`src/rtl/pipeline_adder_nsteps_if.sv`:
```
// Operand/result bundle for pipeline_adder_nsteps; the adder takes the slave side.
// Optional ovf member exists only when PIPE_ADDER_OVF_EN is defined.
interface pipeline_adder_nsteps_if #(
  parameter int WIDTH  = 32,
  parameter int STAGES = 4
);
  logic [STAGES-1:0] stop;
  logic [STAGES-1:0] refresh;
  logic              validin;
  logic [WIDTH-1:0]  cin_a;
  logic [WIDTH-1:0]  cin_b;
  logic              c_in;
  logic              sub;
  logic              out_allow;
  logic              allowin;
  logic              validout;
  logic [WIDTH-1:0]  sum_out;
  logic              c_out;

`ifdef PIPE_ADDER_OVF_EN
  logic              ovf;

  modport master (
    output stop, refresh, validin, cin_a, cin_b, c_in, sub, out_allow,
    input  allowin, validout, sum_out, c_out, ovf
  );
  modport slave (
    input  stop, refresh, validin, cin_a, cin_b, c_in, sub, out_allow,
    output allowin, validout, sum_out, c_out, ovf
  );
`else
  modport master (
    output stop, refresh, validin, cin_a, cin_b, c_in, sub, out_allow,
    input  allowin, validout, sum_out, c_out
  );
  modport slave (
    input  stop, refresh, validin, cin_a, cin_b, c_in, sub, out_allow,
    output allowin, validout, sum_out, c_out
  );
`endif
endinterface

```
`src/rtl/pipeline_adder_nsteps.sv`:
```
// STAGES-deep chunked add/sub, one WIDTH/STAGES slice per stage, latency STAGES, 1 result/cycle.
// Per-stage stop/refresh; stalls push back combinationally via allowin. PIPE_ADDER_OVF_EN adds ovf.
module pipeline_adder_nsteps #(
  parameter int WIDTH  = 32,
  parameter int STAGES = 4
) (
  input logic                    clk,
  input logic                    rst,
  pipeline_adder_nsteps_if.slave bus
);
  localparam int CHUNK = WIDTH / STAGES;

  if (STAGES < 1 || STAGES > 16 || (WIDTH % STAGES) != 0) begin : g_bad_cfg
    $error("pipeline_adder_nsteps: need 1..16 stages and WIDTH divisible by STAGES");
  end

  logic [STAGES-1:0] valid;
  logic [STAGES:0]   allow;
  logic [STAGES-1:0] load;

  // allow[i]: stage i will have room at the coming edge; walks downstream to upstream
  always_comb begin
    allow = '0;
    allow[STAGES] = bus.out_allow;
    for (int i = STAGES - 1; i >= 0; i--) begin
      allow[i] = ~valid[i] | bus.refresh[i] | (~bus.stop[i] & allow[i+1]);
    end
  end

  always_comb begin
    load    = '0;
    load[0] = bus.validin & allow[0];
    for (int i = 1; i < STAGES; i++) begin
      load[i] = valid[i-1] & ~bus.stop[i-1] & ~bus.refresh[i-1] & allow[i];
    end
  end

  for (genvar k = 0; k < STAGES; k++) begin : g_stage
    logic [WIDTH-1:0] sa, sb, ss, sn;
    logic             sc;
    logic [CHUNK:0]   part;
    logic             v_r, c_r;
    logic [WIDTH-1:0] a_r, b_r, s_r;

    if (k == 0) begin : g_in
      assign sa = bus.cin_a;
      assign sb = bus.sub ? ~bus.cin_b : bus.cin_b;
      assign ss = '0;
      assign sc = bus.c_in ^ bus.sub;
    end else begin : g_link
      assign sa = g_stage[k-1].a_r;
      assign sb = g_stage[k-1].b_r;
      assign ss = g_stage[k-1].s_r;
      assign sc = g_stage[k-1].c_r;
    end

    // slice k is added while entering stage k, so the last stage holds the finished sum
    assign part = {1'b0, sa[k*CHUNK +: CHUNK]} + {1'b0, sb[k*CHUNK +: CHUNK]}
                + {{CHUNK{1'b0}}, sc};

    always_comb begin
      sn = ss;
      sn[k*CHUNK +: CHUNK] = part[CHUNK-1:0];
    end

    always_ff @(posedge clk or negedge rst) begin
      if (!rst) begin
        v_r <= 1'b0;
        a_r <= '0;
        b_r <= '0;
        s_r <= '0;
        c_r <= 1'b0;
      end else begin
        if (load[k]) begin
          v_r <= 1'b1;
        end else if (bus.refresh[k] || (!bus.stop[k] && allow[k+1])) begin
          v_r <= 1'b0;
        end
        if (load[k]) begin
          a_r <= sa;
          b_r <= sb;
          s_r <= sn;
          c_r <= part[CHUNK];
        end
      end
    end

    assign valid[k] = v_r;
  end

  assign bus.allowin  = allow[0];
  assign bus.validout = valid[STAGES-1] & ~bus.stop[STAGES-1] & ~bus.refresh[STAGES-1];
  assign bus.sum_out  = g_stage[STAGES-1].s_r;
  assign bus.c_out    = g_stage[STAGES-1].c_r;

  // operands ride to the last stage only for the overflow sign test
  logic unused_tail;
  assign unused_tail = ^{g_stage[STAGES-1].a_r, g_stage[STAGES-1].b_r};

`ifdef PIPE_ADDER_OVF_EN
  assign bus.ovf = (g_stage[STAGES-1].a_r[WIDTH-1] == g_stage[STAGES-1].b_r[WIDTH-1])
                 & (g_stage[STAGES-1].s_r[WIDTH-1] != g_stage[STAGES-1].a_r[WIDTH-1]);
`endif
endmodule

```
`src/flat_wrapper.sv`:
```
// flat-port wrapper written by rule: the top's interface ports become plain ports
module pipeline_adder_nsteps_flat 
#(
  parameter int WIDTH  = 32,
  parameter int STAGES = 4
)
  (clk, rst, bus_stop, bus_refresh, bus_validin, bus_cin_a, bus_cin_b, bus_c_in, bus_sub, bus_out_allow, bus_allowin, bus_validout, bus_sum_out, bus_c_out);
  pipeline_adder_nsteps_if #(.WIDTH(WIDTH), .STAGES(STAGES)) bus_i ();
  input logic clk;
  input logic rst;
  input wire logic [$bits(bus_i.stop)-1:0] bus_stop;
  input wire logic [$bits(bus_i.refresh)-1:0] bus_refresh;
  input wire logic [$bits(bus_i.validin)-1:0] bus_validin;
  input wire logic [$bits(bus_i.cin_a)-1:0] bus_cin_a;
  input wire logic [$bits(bus_i.cin_b)-1:0] bus_cin_b;
  input wire logic [$bits(bus_i.c_in)-1:0] bus_c_in;
  input wire logic [$bits(bus_i.sub)-1:0] bus_sub;
  input wire logic [$bits(bus_i.out_allow)-1:0] bus_out_allow;
  output wire logic [$bits(bus_i.allowin)-1:0] bus_allowin;
  output wire logic [$bits(bus_i.validout)-1:0] bus_validout;
  output wire logic [$bits(bus_i.sum_out)-1:0] bus_sum_out;
  output wire logic [$bits(bus_i.c_out)-1:0] bus_c_out;
  assign bus_i.stop = bus_stop;
  assign bus_i.refresh = bus_refresh;
  assign bus_i.validin = bus_validin;
  assign bus_i.cin_a = bus_cin_a;
  assign bus_i.cin_b = bus_cin_b;
  assign bus_i.c_in = bus_c_in;
  assign bus_i.sub = bus_sub;
  assign bus_i.out_allow = bus_out_allow;
  assign bus_allowin = bus_i.allowin;
  assign bus_validout = bus_i.validout;
  assign bus_sum_out = bus_i.sum_out;
  assign bus_c_out = bus_i.c_out;
  pipeline_adder_nsteps #(.WIDTH(WIDTH), .STAGES(STAGES)) u_core (.clk(clk), .rst(rst), .bus(bus_i));
endmodule
```
`config.mk`:
```
export PLATFORM = sky130hd
export DESIGN_NAME = pipeline_adder_nsteps_flat
export DESIGN_NICKNAME = d
export VERILOG_FILES = /design/src/rtl/pipeline_adder_nsteps_if.sv /design/src/rtl/pipeline_adder_nsteps.sv /design/src/flat_wrapper.sv
export SDC_FILE = /design/constraint.sdc
export NUM_CORES = 1
export LEC_CHECK = 0
export CAP_MARGIN = 20
export CORE_MARGIN = 10
export CORE_UTILIZATION = 55
export DETAILED_ROUTE_END_ITERATION = 6
export PLACE_DENSITY = 0.8
export SYNTH_ARGS = -nofsm -noshare
export SYNTH_HDL_FRONTEND = slang
export SYNTH_SLANG_ARGS = --single-unit
```
`constraint.sdc`:
```
create_clock -name clk -period 3.65 [get_ports clk]
set_input_delay 0.9125 -clock clk [delete_from_list [all_inputs] [get_ports clk]]
set_output_delay 0.9125 -clock clk [all_outputs]
set_load 0.01 [all_outputs]
```
* Yosys cells after proc, flatten, opt, wreduce, memory -nomap -nowiden
Index checks and enable logic that the tools add are counted.
** Word-level totals
- Logic and storage cells :: 89
- Output and inout bits :: 35
- Flip-flop bits (word level) :: 280
- Input bits :: 78
** Operators by class
- Reductions and logical operators :: 16
- Add/sub/neg operators :: 8
- Bitwise gates (word level) :: 38
- Mux-type cells :: 9
** Operator list (number)
- 8-bit by 8-bit adder with 9-bit output :: 4
- 9-bit by 1-bit adder with 9-bit output :: 4
- 32-bit two-way mux :: 1
- 32-bit inverter :: 1
- 1-bit AND :: 16
- 1-bit inverter :: 12
- 1-bit two-way mux :: 8
- 1-bit bitwise OR :: 8
- 2-bit nonzero test :: 4
- 1-bit logical AND :: 4
- 1-bit zero test :: 4
- 1-bit logical OR :: 4
- 1-bit XOR :: 1

* Logic depth before layout (Yosys ltp)
- Word-level depth :: 11
- Mapped depth :: 11
- Mapped depth without buffers :: 9

* Worst setup path after synthesis
OpenSTA, ideal clock, no wires.
- Path kind :: input port to flip-flop
- From :: input bus_sub
- To :: register u_core.g_stage[0].s_r[6]
- Required time :: 3.523 ns
- Setup slack :: 0.531 ns
- Library setup time :: 0.127 ns
- Cell stages on the path :: 11
- Data arrival time :: 2.991 ns
- Cell sequence :: clkbuf_1 > buf_2 > xor2_1 > fa_1 > inv_1 > fa_1 > nor2b_1 > o31a_1 > o21ai_0 > a21oi_1 > mux2_1
** Between the ends
- Cells in the longest elaborated chain, start to end :: 3
** Ends and longest elaborated chain
- start, declared :: line flat_wrapper.sv:17 : input wire logic [$bits(bus_i.sub)-1:0] bus_sub;
- 32-bit two-way mux :: line pipeline_adder_nsteps.sv:47 : assign sb = bus.sub ? ~bus.cin_b : bus.cin_b;
- 8-bit by 8-bit adder with 9-bit output :: line pipeline_adder_nsteps.sv:58 : assign part = {1'b0, sa[k*CHUNK +: CHUNK]} + {1'b0, sb[k*CHUNK +: CHUNK]}
- 9-bit by 1-bit adder with 9-bit output * :: line pipeline_adder_nsteps.sv:59 : + {{CHUNK{1'b0}}, sc};
- end signal, assigned :: line pipeline_adder_nsteps.sv:82 : s_r <= sn;
- end, declared :: line pipeline_adder_nsteps.sv:43 : logic [WIDTH-1:0] a_r, b_r, s_r;
Every way passes the cells marked *; elsewhere a longest branch is shown, timed or not.
A chain may end at the register's enable or synchronous reset.

* Worst setup path after layout
- From :: input bus_refresh[3]
- To :: output bus_allowin
** Between the ends
- Cells in the longest elaborated chain, start to end :: 8
** Ends and longest elaborated chain
- start, declared :: line flat_wrapper.sv:12 : input wire logic [$bits(bus_i.refresh)-1:0] bus_refresh;
- 1-bit bitwise OR (2 in series) :: line pipeline_adder_nsteps.sv:26 : allow[i] = ~valid[i] | bus.refresh[i] | (~bus.stop[i] & allow[i+1]);
- 1-bit AND :: line pipeline_adder_nsteps.sv:26
- 1-bit bitwise OR :: line pipeline_adder_nsteps.sv:26
- 1-bit AND :: line pipeline_adder_nsteps.sv:26
- 1-bit bitwise OR :: line pipeline_adder_nsteps.sv:26
- 1-bit AND :: line pipeline_adder_nsteps.sv:26
- 1-bit bitwise OR :: line pipeline_adder_nsteps.sv:26
- end, declared :: line flat_wrapper.sv:19 : output wire logic [$bits(bus_i.allowin)-1:0] bus_allowin;
Every way passes these cells.

==> flow_results.org <==
** Worst setup path
- The worst setup path is of the input port to primary output kind.
- Together, buffers and inverters on the worst path number 2.
- The number of cells on the worst reg-to-reg path is 7.
- STA classifies the critical path endpoint as a primary output.
- Worst Setup Start Kind :: input port
- Setup slack of the most critical reg-to-reg path :: about 1.3 ns
- Critical-path cell list :: clkdlybuf4s50_1 -> nand2b_1 -> o21ai_2 -> a21oi_4 -> or2_2 -> clkdlybuf4s50_1
- Along the worst path, the maximum fanout reaches 2.
- On the critical path, the stage with the largest delay is an instance of clkdlybuf4s50_1.
- Number of stages on the worst setup path :: 6
- Among cell families on the critical path, the largest total delay comes from buffers and inverters.
- At the worst endpoint, the arrival time is 2.69 ns.
- For the worst setup path, the data required time is around 2.7 ns.
- The cell that appears most often on the critical path is clkdlybuf4s50_1.
- Delay contributed by the slowest stage of the critical path :: about 0.5 ns

** Drt
- Routed metal-1 wire length :: 7120 um
- Count of routing violations after the opening detailed-route iteration :: 159
- Residual antenna-violating net count after detailed routing :: 0
- After detailed routing, the met2 layer carries 8720 um of wire.
- The routed design has roughly 17000 um of wire.
- Length of the first detailed-routing pass in iterations :: 4
- Signal routing reaches up to met5.
- Residual DRC count :: 0
- In the final routed layout, each cell accounts on average for 17.9 um.
- In the routed layout, each cell is associated on average with a via count of 5.48.
- Total number of vias :: 5182
- After detailed routing, the met3 layer carries slightly below 800 um of wire.

** Placed design
- Number of I/O port buffers :: 112
- Once placement finished, the instance area stood at slightly below 10000 um^2.
- Final Wtd Congestion :: 0.813
- Half-perimeter wire length after detailed placement :: 12100 um

** Hold path
- The path class of the tightest hold or removal check is register to register.
- Along the worst hold path, the cell count comes to 2.

** STA
- Setup violations remaining at the end of the flow were counted as 0.
- Setup repair after global routing left no endpoint under its margin.
- Ratio of final minimum period to clock period :: 98.7%
- Post-route minimum period :: 3.60 ns
- Slew at the pin with the worst max-slew slack :: 0.953 ns
- Highest attainable clock frequency :: 277 MHz
- Slew HR :: 36.5%
- Setup Skew :: 0.0122 ns
- Final Max Tran Viols :: 0
- The final number of hold-violating endpoints is 0.

** Floorplan
- 113 I/O pins were placed.
- Once the floorplan was initialized, standard cells occupied a little under three fifths of the core.
- Number of core rows :: 45
- Die span in y :: 144 um
- Placeable core region :: approximately 15000 um^2
- Total Die Area :: 20800 um^2
- Die width :: 144 um

** Layout
- Number of nets in the finished design :: ~860
- Area of all placed cells without fillers :: approximately 10000 um^2
- Final standard cell utilization of the core :: 69.0%
- Area overhead of the layout relative to synthesis :: 23.3%
- The number of antenna diodes in the final layout is 0.
- Layout cells sized above 1 :: 22.3%

** Power
- Leakage power :: roughly 4.6 nW
- Across the VDD grid, the largest voltage drop is between 300 and 400 uV.
- Power density normalized to cell area :: 667 nW/um^2

** Synthesis
- Of all cell types, the one taking the most synthesized area is dfrtp_1.
- Yosys printed 0 warnings.
- Synthesis produced a netlist whose cell count is 622.
- Area share of the largest cell type after synthesis :: 54.3%
- Leading post-synthesis cells by cell area :: dfrtp_1 54%, mux2_2 15%, mux2_1 5.8%, xor2_1 4.2%, ha_1 4.1%
- Post-synthesis instance area :: about 8500 um^2
- Number of synthesized register bits :: between 150 and 200
- Seq/Total Area, Yosys :: 54.3%
- Number of distinct library cells after synthesis :: 41
- A synthesized cell averages between 10 and 15 um^2.
- Synthesis produced a netlist with a net count of 736.

** Run
- Max-cap violations in this run came to 0.

** Global route
- The via count of the first global-routing pass was between 5k and 6k.
- Entering global routing, the biggest net connects 88 pins.
- Initial antenna violation count :: 1
- GRT Overall Usage :: between 10% and 20%
- For this run the aggregate overflow at the end of global routing stands at 0.
- The first global-routing pass estimated 28200 um of wire.

** Clocking
- Buffers inserted during clock tree synthesis total 17.
- CTS H-tree depth :: 4
- The tree built by TritonCTS fans out to about 180 sinks.
- Hold-fix buffers, CTS :: 0
- Buffer type at the clock tree root :: clkbuf_16
- Maximum number of buffers from clock root to sink :: 2
- Worst-Skew Late Latency :: 0.43 ns
- Post-CTS repair timing setup buffer count :: 0
- The number of gates resized after CTS was 1.
- CTS tree :: done
- Register clock-pin slew on the reported worst setup and hold paths :: 0.06 ns

** Outcome
- Outcome :: completed
-- registers in the layout, summed over array words and instances, names as in the netlist --
signal / cells
u_core.g_stage.v_r: 4
u_core.g_stage.c_r: 3
u_core.g_stage.b_r: 48
u_core.g_stage.a_r: 48
u_core.bus.c_out: 1
u_core.g_stage.s_r: 48
u_core.bus.sum_out: 32
-- metal layers --
metal  vias to the layer above  GRT usage (%)
met5                         -              0
met4                         2           6.39
met3                        30           4.43
met2                       114           29.8
met1                      2604           19.9
li1                       2432              -
-- synth_stat cells (all sizes together) --
cell type / count
o211ai: 3
nor4: 1
mux2: 157
or3: 3
dfrtp: 184
inv: 19
a32oi: 1
nand2b: 9
o21a: 11
nand2: 17
o31ai: 4
a21oi: 22
clkbuf: 4
o41a: 2
o31a: 2
o22ai: 2
ha: 28
a211oi: 7
a31oi: 2
buf: 21
o21ai: 30
xnor2: 9
a21o: 7
xor2: 41
nor2: 12
a211o: 1
mux2i: 2
nor3: 4
or2: 1
fa: 8
nor2b: 5
o21bai: 3
-- path summary, 6_finish.rpt --
path                                           startpoint                        end
worst min-delay path            u_core.g_stage[2].s_r[22]  u_core.g_stage[2].s_r[22]
min in group asynchronous                             rst  u_core.g_stage[0].a_r[12]
worst max-delay path                       bus_refresh[3]                bus_allowin
max in group asynchronous                             rst     u_core.bus.sum_out[19]
worst max register to register   u_core.g_stage[0].b_r[8]  u_core.g_stage[1].s_r[14]
worst min register to register  u_core.g_stage[2].s_r[22]  u_core.g_stage[2].s_r[22]
-- where the power goes --
part	internal (W)	leakage [nW]	switching, W
clock network	0.00112	0.297	0.000736
registers	0.00269	2.24	0.000364
logic	0.00116	2.10	0.000900
-- area by class of cell --
cell class / count / area (um^2)
fillers: 1041 / 4700
repair buffers: 128 / 1270
multi-input cells: 394 / 3650
clock inverters: 6 / 86.3
well taps: 188 / 235
clock buffers: 26 / 519
flip-flops and latches: 184 / 4600
inverters: 19 / 71.3
-- per-stage QoR --
| stage | power (W) | TNS (ns) | cells | hold slack [ns] | worst slack [ns] |
|---|---|---|---|---|---|
| 2_1_floorplan | 0.00439 | 0 | 622 | 0.444 | 0.531 |
| 3_3_place_gp | 0.00501 | -0.0876 | 913 | 0.457 | -0.0876 |
| 4_1_cts | 0.00704 | 0 | 945 | 0.480 | 0.0301 |
| 5_1_grt | 0.00741 | 0 | 945 | 0.503 | 0.00173 |
| 6_report | 0.00697 | 0 | 945 | 0.476 | 0.0460 |
| 3_5_place_dp | 0.00515 | -0.101 | 913 | 0.467 | -0.101 |
-- worst reg2reg max path, delay by kind of cell (launching register included) --
family          cells  cell delay (ns)
compound gates      3             0.54
mux                 1             0.26
xor+xnor            1             0.09
fa+ha+maj           2             0.94
flops               1             0.40
-- cell usage in the layout, fill, tap and decap left out, types with 3 or more instances in the layout --
cell	Yosys	routed
ha_1	28	28
o211ai_1	3	3
nor2_1	12	12
fa_1	8	8
clkbuf_1	4	3
nand2_1	17	17
a21o_1	7	7
nand2b_1	8	8
xor2_1	41	41
o21bai_1	3	3
a211oi_1	6	6
nor2b_1	5	5
clkbuf_8	0	6
o31ai_1	4	4
nor3_1	4	4
o21ai_0	27	27
dfrtp_1	184	184
or3_1	3	3
buf_4	3	13
mux2_1	44	44
mux2_2	113	113
buf_12	0	3
a21oi_1	21	20
xnor2_1	9	9
o21a_1	11	11
clkdlybuf4s50_1	0	110
inv_1	19	19
clkbuf_16	0	17
-- cell families (layout without fill, tap and decap cells) --
logic type / count (synthesis) / count (layout) / synth area share [%]
compound gates: 97 / 97 / 7.43
xor+xnor: 50 / 50 / 5.17
fa+ha+maj: 36 / 36 / 6.02
buf+inv: 44 / 179 / 2.92
flops: 184 / 184 / 54.3
mux: 159 / 159 / 21.1
simple gates: 52 / 52 / 3.01
(Power assumes the default switching activity.)
